### src/rtl/sobel_gradient_gen.sv
// -----------------------------------------------------------------------------
// sobel_gradient_gen
//
// Streaming 3x3 Sobel stage. Consumes 8-bit grayscale pixels in row-major
// order and produces one signed (gx, gy) pair for every interior pixel of the
// frame, i.e. (IMG_W-2)*(IMG_H-2) pairs per frame. Results feed
// total_gradient.
//
// Parameters
//   IMG_W, IMG_H : image width / height in pixels (both >= 3)
//
// Ports
//   clk        : system clock, all state on the rising edge
//   rst        : synchronous active-high reset
//   in_valid   : in_pixel / in_sof are valid this cycle
//   in_ready   : block accepts a pixel this cycle (!out_valid || out_ready)
//   in_pixel   : unsigned 8-bit pixel
//   in_sof     : this pixel is (0,0) of a new frame (resynchronises counters)
//   out_valid  : out_gx / out_gy hold a gradient pair
//   out_ready  : downstream takes the pair this cycle
//   out_gx     : signed 11-bit horizontal gradient
//   out_gy     : signed 11-bit vertical gradient
//   out_last   : (only with SOBEL_FRAME_LAST_EN defined) marks the final pair
//                of the frame, centre (IMG_H-2, IMG_W-2)
//
// Optional feature macro: SOBEL_FRAME_LAST_EN
// -----------------------------------------------------------------------------
module sobel_gradient_gen #(
    parameter int IMG_W = 8,
    parameter int IMG_H = 8
) (
    input  logic               clk,
    input  logic               rst,
    input  logic               in_valid,
    output logic               in_ready,
    input  logic [7:0]         in_pixel,
    input  logic               in_sof,
    output logic               out_valid,
    input  logic               out_ready,
    output logic signed [10:0] out_gx,
    output logic signed [10:0] out_gy
`ifdef SOBEL_FRAME_LAST_EN
    ,
    output logic               out_last
`endif
);

    localparam int CW = (IMG_W > 1) ? $clog2(IMG_W) : 1;
    localparam int RW = (IMG_H > 1) ? $clog2(IMG_H) : 1;

    // -------------------------------------------------------------------------
    // Handshake
    // -------------------------------------------------------------------------
    logic out_valid_reg;
    logic accept;

    assign in_ready = !out_valid_reg || out_ready;
    assign accept   = in_valid && in_ready;

    // -------------------------------------------------------------------------
    // Position of the pixel being offered. in_sof overrides the counters so a
    // resync always lands on (0,0); the row<2 gate then suppresses any window
    // that would mix old and new frame data.
    // -------------------------------------------------------------------------
    logic [CW-1:0] col_reg;
    logic [RW-1:0] row_reg;
    logic [CW-1:0] pos_col;
    logic [RW-1:0] pos_row;
    logic [CW-1:0] col_next;
    logic [RW-1:0] row_next;
    logic          col_last;
    logic          row_last;

    always_comb begin
        pos_col  = in_sof ? '0 : col_reg;
        pos_row  = in_sof ? '0 : row_reg;
        col_last = (pos_col == CW'(IMG_W - 1));
        row_last = (pos_row == RW'(IMG_H - 1));
        col_next = col_last ? '0 : pos_col + 1'b1;
        if (col_last) begin
            row_next = row_last ? '0 : pos_row + 1'b1;
        end else begin
            row_next = pos_row;
        end
    end

    always_ff @(posedge clk) begin
        if (rst) begin
            col_reg <= '0;
            row_reg <= '0;
        end else if (accept) begin
            col_reg <= col_next;
            row_reg <= row_next;
        end
    end

    // -------------------------------------------------------------------------
    // Line buffers. Tap 0 holds row r-1, tap 1 holds row r-2.
    //
    // Reads are registered, so the address is prefetched one cycle ahead: on
    // an accept we already read the column of the *next* pixel, otherwise we
    // keep reading the current column. Either way the read data is valid for
    // whatever pixel is accepted next. The write column (current) and the
    // prefetch column (next) never coincide because IMG_W >= 3.
    //
    // After an in_sof resync the prefetched data belongs to the old column,
    // which only corrupts row-0 history that is never used for an output.
    // -------------------------------------------------------------------------
    logic [CW-1:0] rd_addr;
    logic [7:0]    tap_rd [2];

    always_comb begin
        if (rst) begin
            rd_addr = '0;
        end else if (accept) begin
            rd_addr = col_next;
        end else begin
            rd_addr = col_reg;
        end
    end

    generate
        for (genvar gi = 0; gi < 2; gi++) begin : g_line
            logic [7:0] mem [IMG_W];
            logic [7:0] rd_data_reg;
            logic [7:0] wr_data;

            // Tap 0 stores the incoming pixel; tap 1 stores what tap 0 held
            // at that column, i.e. the row that is now two rows back.
            assign wr_data = (gi == 0) ? in_pixel : tap_rd[0];

            always_ff @(posedge clk) begin
                if (accept) begin
                    mem[pos_col] <= wr_data;
                end
                rd_data_reg <= mem[rd_addr];
            end

            assign tap_rd[gi] = rd_data_reg;
        end
    endgenerate

    // -------------------------------------------------------------------------
    // 3x3 window. Index 0 = top row (r-2), 1 = middle (r-1), 2 = bottom (r).
    // The right column comes straight from the line-buffer taps and the
    // incoming pixel; the centre and left columns are shift registers.
    // -------------------------------------------------------------------------
    logic [7:0] win_r [3];
    logic [7:0] win_c_reg [3];
    logic [7:0] win_l_reg [3];

    assign win_r[0] = tap_rd[1];
    assign win_r[1] = tap_rd[0];
    assign win_r[2] = in_pixel;

    always_ff @(posedge clk) begin
        if (rst) begin
            for (int i = 0; i < 3; i++) begin
                win_c_reg[i] <= '0;
                win_l_reg[i] <= '0;
            end
        end else if (accept) begin
            for (int i = 0; i < 3; i++) begin
                win_l_reg[i] <= win_c_reg[i];
                win_c_reg[i] <= win_r[i];
            end
        end
    end

    // -------------------------------------------------------------------------
    // Sobel arithmetic. Each 1-2-1 weighted sum is at most 4*255 = 1020, so an
    // 11-bit difference of two such sums covers +/-1020 without overflow.
    // -------------------------------------------------------------------------
    function automatic logic [10:0] wsum(input logic [7:0] a,
                                         input logic [7:0] b,
                                         input logic [7:0] c);
        return {3'b000, a} + {2'b00, b, 1'b0} + {3'b000, c};
    endfunction

    logic signed [10:0] gx_next;
    logic signed [10:0] gy_next;
    logic               win_done;

    always_comb begin
        gx_next = wsum(win_r[0], win_r[1], win_r[2])
                - wsum(win_l_reg[0], win_l_reg[1], win_l_reg[2]);
        gy_next = wsum(win_l_reg[2], win_c_reg[2], win_r[2])
                - wsum(win_l_reg[0], win_c_reg[0], win_r[0]);
    end

    // A window is only complete once two earlier columns of the same row have
    // been accepted (c >= 2) and two earlier rows exist (r >= 2).
    assign win_done = accept && (pos_row >= RW'(2)) && (pos_col >= CW'(2));

    // -------------------------------------------------------------------------
    // Output register: loads on a completed window, holds under backpressure.
    // A new load may coincide with the drain of the previous pair.
    // -------------------------------------------------------------------------
    logic signed [10:0] out_gx_reg;
    logic signed [10:0] out_gy_reg;
`ifdef SOBEL_FRAME_LAST_EN
    logic               out_last_reg;
`endif

    always_ff @(posedge clk) begin
        if (rst) begin
            out_valid_reg <= 1'b0;
            out_gx_reg    <= '0;
            out_gy_reg    <= '0;
`ifdef SOBEL_FRAME_LAST_EN
            out_last_reg  <= 1'b0;
`endif
        end else if (win_done) begin
            out_valid_reg <= 1'b1;
            out_gx_reg    <= gx_next;
            out_gy_reg    <= gy_next;
`ifdef SOBEL_FRAME_LAST_EN
            // Centre (IMG_H-2, IMG_W-2) means the bottom-right frame pixel
            // has just completed the window.
            out_last_reg  <= row_last && col_last;
`endif
        end else if (out_ready) begin
            out_valid_reg <= 1'b0;
        end
    end

    assign out_valid = out_valid_reg;
    assign out_gx    = out_gx_reg;
    assign out_gy    = out_gy_reg;
`ifdef SOBEL_FRAME_LAST_EN
    assign out_last  = out_last_reg;
`endif

endmodule

### config.mk
export PLATFORM = sky130hd
export DESIGN_NAME = sobel_gradient_gen
export DESIGN_NICKNAME = d
export VERILOG_FILES = /design/src/rtl/sobel_gradient_gen.sv
export SDC_FILE = /design/constraint.sdc
export NUM_CORES = 1
export LEC_CHECK = 0
export ABC_AREA = 1
export CORE_AREA = 2 2 159 193
export CTS_CLUSTER_SIZE = 12
export DETAILED_ROUTE_END_ITERATION = 16
export DIE_AREA = 0 0 161 195
export RECOVER_POWER = 50
export SYNTH_ARGS = -nofsm -noshare
export SYNTH_HDL_FRONTEND = slang
export SYNTH_SLANG_ARGS = --single-unit
### constraint.sdc
create_clock -name clk -period 5.1 [get_ports clk]
set_input_delay 1.275 -clock clk [delete_from_list [all_inputs] [get_ports clk]]
set_output_delay 1.275 -clock clk [all_outputs]
set_load 0.02 [all_outputs]
== Yosys cells after proc, flatten, opt, wreduce, memory -nomap -nowiden ==
Memory sizes are Yosys's and may differ from the RTL's. A register that Yosys moved wholly into a read port is not among the register bits.
Cells that the tools add are included.

* Register bits: 29
* Memory bits (writable): 176
* Output and inout bits: 24
* Memories kept: 4

{| class="wikitable"
|+ Memory list
! memory !! words !! bits a word !! read ports !! clocked after Yosys merged registers in !! write ports !! RTL line !! RTL
|-
| g_line[0].mem || 8 || 8 || 1 || 1 || 1 || 124 || <nowiki>logic [7:0] mem [IMG_W];</nowiki>
|-
| g_line[1].mem || 8 || 8 || 1 || 1 || 1 || 124 ||
|-
| win_c_reg || 3 || 8 || 3 || 0 || 3 || 149 || <nowiki>logic [7:0] win_c_reg [3];</nowiki>
|-
| win_l_reg || 3 || 8 || 3 || 0 || 3 || 150 || <nowiki>logic [7:0] win_l_reg [3];</nowiki>
|}

* Add/sub/neg operators: 12
* Order comparisons: 2
* Equal/unequal tests: 2
* Muxes and demuxes: 21
* Bitwise gates (word level): 6
* Reductions and logical operators: 6

{| class="wikitable"
|+ Operators by type and width
! kind !! number
|-
| 8-bit two-way mux || 6
|-
| 10-bit by 8-bit adder with 11-bit output || 4
|-
| 8-bit by 9-bit adder with 10-bit output || 4
|-
| 11-bit subtractor || 2
|-
| 3-bit two-way mux || 7
|-
| 1-bit two-way mux || 8
|-
| 3-bit by 1-bit adder with 3-bit output (second input constant) || 2
|-
| 3-bit == test (second input constant) || 2
|-
| 3-bit by 2-bit greater-or-equal comparator with 1-bit output (second input constant) || 2
|-
| 1-bit bitwise OR || 6
|-
| 1-bit logical AND || 3
|-
| 2-bit nonzero test || 1
|-
| 1-bit logical NOT || 1
|-
| 1-bit logical OR || 1
|}

== Logic depth before layout (Yosys ltp) ==
Gate-level depths: netlist of run 1.

* Word-level depth: 7
* Mapped depth: 17

== Worst setup path after synthesis of run 1 ==
No wires, ideal clock.

* Kind: in2reg
* From: in in_pixel[0]
* To: reg out_gx_reg[7] (netlist: out_gx[7])
* Setup time: 115 ps
* Data arrival time: 4100 ps
* Required time: 4985 ps
* Slack: 884 ps
* Stages: 16
* Buffers on the path: 0
* Cell sequence: inv_1 > fa_1 > inv_1 > fa_1 > inv_1 > fa_1 > inv_1 > ha_1 > inv_1 > fa_1 > o21ai_0 > nand2_1 > nand2_1 > nor2_1 > o21ai_0 > inv_1

* Longest elaborated chain between the ends: 2

{| class="wikitable"
|+ Ends and longest elaborated chain
! item !! RTL line !! RTL
|-
| start: declaration || 36 || <nowiki>input logic [7:0] in_pixel,</nowiki>
|-
| 10-bit by 8-bit adder with 11-bit output || 177 || <nowiki>return {3'b000, a} + {2'b00, b, 1'b0} + {3'b000, c};</nowiki>
|-
| 11-bit subtractor || 186 || <nowiki>- wsum(win_l_reg[0], win_l_reg[1], win_l_reg[2]);</nowiki>
|-
| end signal: assignment || 215 || <nowiki>out_gx_reg <= gx_next;</nowiki>
|-
| end: declaration || 199 || <nowiki>logic signed [10:0] out_gx_reg;</nowiki>
|}

No other way between the ends.
A chain may end at the register's enable or synchronous reset.

== Worst setup path after layout of run 1 ==
* From: in in_pixel[0]
* To: reg out_gx_reg[9] (netlist: out_gx[9])

The elaborated chain is that of the path after synthesis.

==> results.sh, run 1 <==
export IMPL_status="finished, final reports clean"
export IMPL_setup_violations_final=0
export IMPL_swShare=0.3321
export IMPL_drt_iter0_markers=463
export IMPL_num_rows=69
export IMPL_seq_area_frac_synth=0.5300
export IMPL_clock_sinks=221
export IMPL_ys_flop_type="edfxtp_1"
export IMPL_min_to="out_gy[0]"
export IMPL_grt_util_all_layers=0.1609
export IMPL_area_growth_pct=12.45
export IMPL_htreeDepth=1
export IMPL_rr_endpoint="out_gx[9]"
export IMPL_coreArea_sq_mm=0.02935
export IMPL_grt_pass1_wl_mm=40.54
export IMPL_cpMaxStageDelayCell="dlygate4sd3_1"
export IMPL_cts_hold_buf=0
export IMPL_synthTopCellsByArea="edfxtp_1 (45%), fa_1 (11%), inv_1 (10%)"
export IMPL_cp_cell_sequence="dlygate4sd3_1 > inv_1 > fa_1 > inv_1 > fa_1 > inv_1 > fa_1 > inv_1 > ha_1 > inv_1 > fa_1 > o21ai_0 > nand3_1 > nand3_1 > nand3_1 > nand2_1 > inv_1"
export IMPL_route_detailed_drc=0
export IMPL_p_per_area_mw_per_mm2=432.7
export IMPL_rrSetupSlack_ns=1.58
export IMPL_num_vias=7601
export IMPL_arrival_ns=4.99
export IMPL_antenna_found_initial=0
export IMPL_min_from="out_gy[0]"
export IMPL_final_cell_mix="inv_1 (312), nand2_1 (204), edfxtp_1 (176), nand3_1 (167), nor2_1 (63)"
export IMPL_use_met2=0.2876
export IMPL_drive_gt1_frac=0.05120
export IMPL_synth_area_sq_mm=0.01167
export IMPL_dieArea_sq_mm=0.03140
export IMPL_synth_cell_types=32
export IMPL_grt_max_degree=65
export IMPL_pin_count=37
export IMPL_busiest_layer="met2"
export IMPL_ir_worst_vdd_uv=311.1
export IMPL_crit_top_cell="inv_1"
export IMPL_start_kind="input port"
export IMPL_p_switching_mw=1.886
export IMPL_clock_skew_ns=0.01137
export IMPL_finalSetupTns_ns=0
export IMPL_cts_tree="built"
export IMPL_largest_reg_flops=128
export IMPL_postPlaceCellArea_sq_mm=0.01243
export IMPL_synthArstFlopShare=0
export IMPL_max_cap_viol_count=0
export IMPL_finalCritPeriodShare=0.8994
export IMPL_gp_congestion=0.8112
export IMPL_seq_power_share=0.366
export IMPL_timing_rr_start="g_line[0].rd_data_reg[0]"
export IMPL_io_buffers=36
export IMPL_hold_viol=0
export IMPL_wl_mm=24.43
export IMPL_grtUsageMet1=0.2063
export IMPL_crit_fanout=4
export IMPL_yosys_warnings=0
export IMPL_fillerInstances=2827
export IMPL_root_buffer="clkbuf_16"
export IMPL_clk_path_buf_depth=3
export IMPL_critical_path_required_ns=5.50
export IMPL_initial_core_util=0.3976
export IMPL_critPathCaptureType="flop"
export IMPL_antenna_cells=0
export IMPL_worstMarginPinSlew_ns=1.326
export IMPL_grtUsageMet3=0.02379
export IMPL_synth_edf_count=176
export IMPL_drtAntennaViolNets=0
export IMPL_final_net_count=1337
export IMPL_critPathMaxStageDelay_ns=0.61
export IMPL_cts_repair_resized=0
export IMPL_timing_fmax_mhz=218.0
export IMPL_worstRegToRegCells=14
export IMPL_syn_num_nets=1289
export IMPL_grt_pass1_vias=7852
export IMPL_post_route_min_period_ns=4.587
export IMPL_yosysTopAreaCellShare=0.4528
export IMPL_slew_headroom=0.1162
export IMPL_combPwrFrac=0.338
export IMPL_rsz0062_at_grt="no"
export IMPL_die_w_um=161
export IMPL_worstSetupPathType="in -> reg"
export IMPL_crit_family="adder cells"
export IMPL_fp_dieH_um=195
export IMPL_clk_pin_slew_ns=0.06
export IMPL_slew_viol_final=0
export IMPL_min_path_cells=2
export IMPL_synth_area_leader_cell="edfxtp_1"
export IMPL_firstDrtPassIters=5
export IMPL_place_inst=1597
export IMPL_path_buf_inv=7
export IMPL_postLayoutCellArea_sq_mm=0.01312
export IMPL_clock_latency_ns=0.51
export IMPL_clkPwrFrac=0.296
export IMPL_synth_seq_cells=221
export IMPL_final_instance_count_excl_fill=1640
export IMPL_leakagePower_nw=6.015
export IMPL_wl_per_cell_um=14.89
export IMPL_layout_commonest_cell="inv_1"
export IMPL_p_int_mw=3.793
export IMPL_via_per_inst=4.635
export IMPL_hold_path_class="reg -> reg"
export IMPL_syn_area_per_cell_sq_um=9.849
export IMPL_place_hpwl_mm=15.94
export IMPL_grt_remaining_overflow=0
export IMPL_cts_buffers=24
export IMPL_cts_setup_buffers=0
export IMPL_syn_inst=1185
-- worst max path at each step --
stage                     end  slack, ns  cells past startpoint   startpoint
floorplan           out_gx[7]       0.88                     16  in_pixel[0]
global placement    out_gx[9]       0.09                     17  in_pixel[0]
detailed placement  out_gx[9]       0.05                     17  in_pixel[0]
CTS                 out_gx[9]       0.58                     17  in_pixel[0]
global route        out_gx[7]       0.26                     17  in_pixel[0]
finish              out_gx[9]       0.51                     17  in_pixel[0]
-- final cells by class --
type | instances | area, sq um | area share
Clock buffer | 36 | 706.9 | 0.05387
Clock inverter | 7 | 57.56 | 0.004386
Inverter | 317 | 1192 | 0.09086
Multi-Input combinational cell | 605 | 3963 | 0.3019
Sequential cell | 221 | 6186 | 0.4714
Tap cell | 390 | 488.0 | 0.03718
Timing Repair Buffer | 64 | 530.5 | 0.04042
-- cells by family after synthesis --
logic type                 Yosys count  share of synthesized area
xor gates and xnor gates             8                   0.006003
AOI/OAI and AO/OA                   57                    0.02819
and+or+nand+nor                    449                     0.1696
buffers and inverters              359                     0.1288
adders and majority gates           91                     0.1374
DFF                                221                     0.5300
-- worst min-delay path: cells and delay by family (launching register included) --
family | cells | cell delay [ns]
AOI/OAI and AO/OA | 1 | 0.06
and+or+nand+nor | 1 | 0.06
DFF | 1 | 0.31
-- power by group through the flow --
stage | Sequential, mW | Combinational (mW) | Clock (mW)
3_3_place_gp | 2.11 | 1.93 | 0
2_1_floorplan | 2.09 | 1.45 | 0
5_1_grt | 2.08 | 2.25 | 1.80
4_1_cts | 2.08 | 1.95 | 1.72
6_report | 2.08 | 1.92 | 1.68
3_5_place_dp | 2.11 | 1.93 | 0
-- routing by layer --
metal	up-vias	part of all wire
met5	-	0
met4	0	0.019
met3	39	0.046
met2	158	0.50
met1	3635	0.44
li1	3769	-
-- Yosys cell counts, drive strengths merged, types with 4 or more instances --
| cell type | number |
|---|---|
| xnor2 | 4 |
| dfxtp | 45 |
| edfxtp | 176 |
| nand3 | 169 |
| xor2 | 4 |
| buf | 35 |
| clkbuf | 7 |
| fa | 62 |
| inv | 317 |
| a21oi | 26 |
| o21a | 9 |
| o21ai | 18 |
| nand2 | 210 |
| nor2 | 64 |
| ha | 29 |
-- stage by stage --
step           setup WS, ns  utilization  total power [mW]  hold slack [ns]
2_1_floorplan        0.8841            -             3.547           0.4484
3_3_place_gp        0.09227       0.4235             4.037           0.4612
3_5_place_dp        0.04756       0.4235             4.046           0.4629
4_1_cts              0.5799       0.4496             5.751           0.4693
5_1_grt              0.2567       0.4471             6.130           0.4992
6_report             0.5130       0.4471             5.679           0.4658
No activity file was read; power rests on OpenSTA's default activity.
==> inputs of run 2 (changes only) <==
- ABC_CLOCK_PERIOD_IN_PS: unset -> 5100
- CORE_AREA: 2 2 159 193 -> 2 2 178 215
- DIE_AREA: 0 0 161 195 -> 0 0 180 217
==> results.sh, run 2 (same netlist as run 1, synthesis figures left out) <==
export IMPL_finalCritPeriodShare=0.9064
export IMPL_num_vias=7651
export IMPL_route_detailed_drc=0
export IMPL_power_mw=5.631
export IMPL_p_int_mw=3.724
export IMPL_area_growth_pct=12.83
export IMPL_slew_viol_final=50
export IMPL_via_per_inst=4.433
export IMPL_htreeDepth=1
export IMPL_hold_path_class="reg -> reg"
export IMPL_min_path_cells=2
export IMPL_crit_top_cell="inv_1"
export IMPL_worstSetupPathType="in -> reg"
export IMPL_cts_tree="built"
export IMPL_drtAntennaViolNets=0
export IMPL_final_cell_mix="inv_1 (314), nand2_1 (206), edfxtp_1 (176), nand3_1 (166), nor2_1 (63)"
export IMPL_max_cap_viol_count=1
export IMPL_clock_skew_ns=0.009775
export IMPL_initial_core_util=0.3139
export IMPL_io_buffers=36
export IMPL_start_kind="input port"
export IMPL_leakagePower_nw=5.981
export IMPL_worstMarginPinSlew_ns=2.201
export IMPL_critPathCaptureType="flop"
export IMPL_clk_path_buf_depth=3
export IMPL_antenna_found_initial=0
export IMPL_pin_count=37
export IMPL_p_switching_mw=1.907
export IMPL_cpMaxStageDelayCell="dlygate4sd3_1"
export IMPL_final_net_count=1333
export IMPL_crit_fanout=9
export IMPL_grt_util_all_layers=0.1298
export IMPL_clk_pin_slew_ns=0.06
export IMPL_dieArea_sq_mm=0.03906
export IMPL_grt_remaining_overflow=0
export IMPL_slew_headroom=-0.4675
export IMPL_wl_per_cell_um=14.59
export IMPL_hold_viol=0
export IMPL_multi_input_comb_area_sq_mm=0.003955
export IMPL_p_per_area_mw_per_mm2=427.6
export IMPL_layout_commonest_cell="inv_1"
export IMPL_swShare=0.3386
export IMPL_arrival_ns=5.03
export IMPL_finalSetupTns_ns=0
export IMPL_gp_congestion=0.7569
export IMPL_num_rows=78
export IMPL_root_buffer="clkbuf_16"
export IMPL_seq_power_share=0.369
export IMPL_grt_max_degree=65
export IMPL_drive_gt1_frac=0.04815
export IMPL_cts_setup_buffers=0
export IMPL_largest_reg_flops=128
export IMPL_post_route_min_period_ns=4.623
export IMPL_clock_latency_ns=0.51
export IMPL_worstRegToRegCells=14
export IMPL_wl_mm=25.18
export IMPL_critPathMaxStageDelay_ns=0.71
export IMPL_clkPwrFrac=0.287
export IMPL_combPwrFrac=0.344
export IMPL_firstDrtPassIters=5
export IMPL_timing_fmax_mhz=216.3
export IMPL_fp_dieH_um=217
export IMPL_rsz0062_at_grt="no"
export IMPL_setup_violations_final=0
export IMPL_clock_sinks=221
export IMPL_place_hpwl_mm=15.95
export IMPL_antenna_cells=0
export IMPL_die_w_um=180
export IMPL_cts_hold_buf=0
export IMPL_cp_cell_sequence="dlygate4sd3_1 > inv_1 > fa_1 > inv_1 > fa_1 > inv_1 > fa_1 > inv_1 > ha_1 > a21oi_1 > a21boi_0 > nand2_1 > nand2_1 > nand3_1 > nand2_1 > inv_1"
export IMPL_coreArea_sq_mm=0.03718
export IMPL_fillerInstances=3699
export IMPL_grt_pass1_wl_mm=40.92
export IMPL_rrSetupSlack_ns=1.48
export IMPL_critical_path_required_ns=5.51
export IMPL_status="complete, but fails checks"
export IMPL_cts_buffers=24
export IMPL_cts_repair_resized=0
export IMPL_ir_worst_vdd_uv=372.9
export IMPL_grt_pass1_vias=7832
export IMPL_violations="max-capacitance violations, max-slew violations"
export IMPL_drt_iter0_markers=395
export IMPL_register_area_sq_mm=0.006186
[run 2: cell types whose count changed in the layout (fill, tap and decap cells not counted), moves of 2 or more]
| cell | before | now |
|---|---|---|
| nand2_1 | 204 | 206 |
| clkbuf_1 | 21 | 18 |
| inv_1 | 312 | 314 |
| nand2_4 | 2 | 0 |
| inv_2 | 4 | 2 |
[run 2: final timing paths]
check                                 end                startpoint
worst max-delay path            out_gy[8]               in_pixel[7]
worst min-delay path            out_gx[1]                 out_gx[1]
worst min register to register  out_gx[1]                 out_gx[1]
worst max register to register  out_gx[7]  g_line[0].rd_data_reg[0]
[run 2: layer usage]
metal | part of all wire | global-route usage | up-vias
li1 | - | - | 3750
met1 | 0.42 | 0.1539 | 3669
met2 | 0.51 | 0.2383 | 183
met3 | 0.047 | 0.02008 | 49
met4 | 0.026 | 0.04526 | 0
met5 | 0 | 0 | -
[run 2: critical path: cells and delay by family]
family / cells / cell delay (ns)
adders and majority gates: 4 / 1.94
buffers and inverters: 6 / 1.05
and+or+nand+nor: 4 / 0.28
AOI/OAI and AO/OA: 2 / 0.48
[run 2: metrics by stage]
step | instances | utilization | setup WS (ns) | hold WS, ns | area (sq um)
after floorplan | 1185 | - | 0.8841 | 0.4484 | 11670
after global placement | 1683 | 0.3363 | 0.09498 | 0.4615 | 12500
after detailed placement | 1683 | 0.3363 | 0.04095 | 0.4635 | 12500
after CTS | 1726 | 0.3560 | 0.5729 | 0.4755 | 13240
after global routing | 1726 | 0.3542 | 0.1803 | 0.5042 | 13170
final | 1726 | 0.3542 | 0.4774 | 0.4765 | 13170
[run 2: cell type report]
cell class,instances,area share
Clock buffer,36,0.05292
Clock inverter,7,0.002660
Inverter,317,0.09055
Sequential cell,221,0.4697
Tap cell,480,0.04561
Multi-Input combinational cell,605,0.3003
Timing Repair Buffer,60,0.03819
[run 2: power by group through the flow]
stage,Sequential (mW),Combinational (mW),Clock (mW)
after floorplan,2.09,1.45,0
after global placement,2.11,1.93,0
after detailed placement,2.11,1.94,0
after CTS,2.08,1.97,1.66
after global routing,2.08,2.23,1.72
final,2.08,1.94,1.62
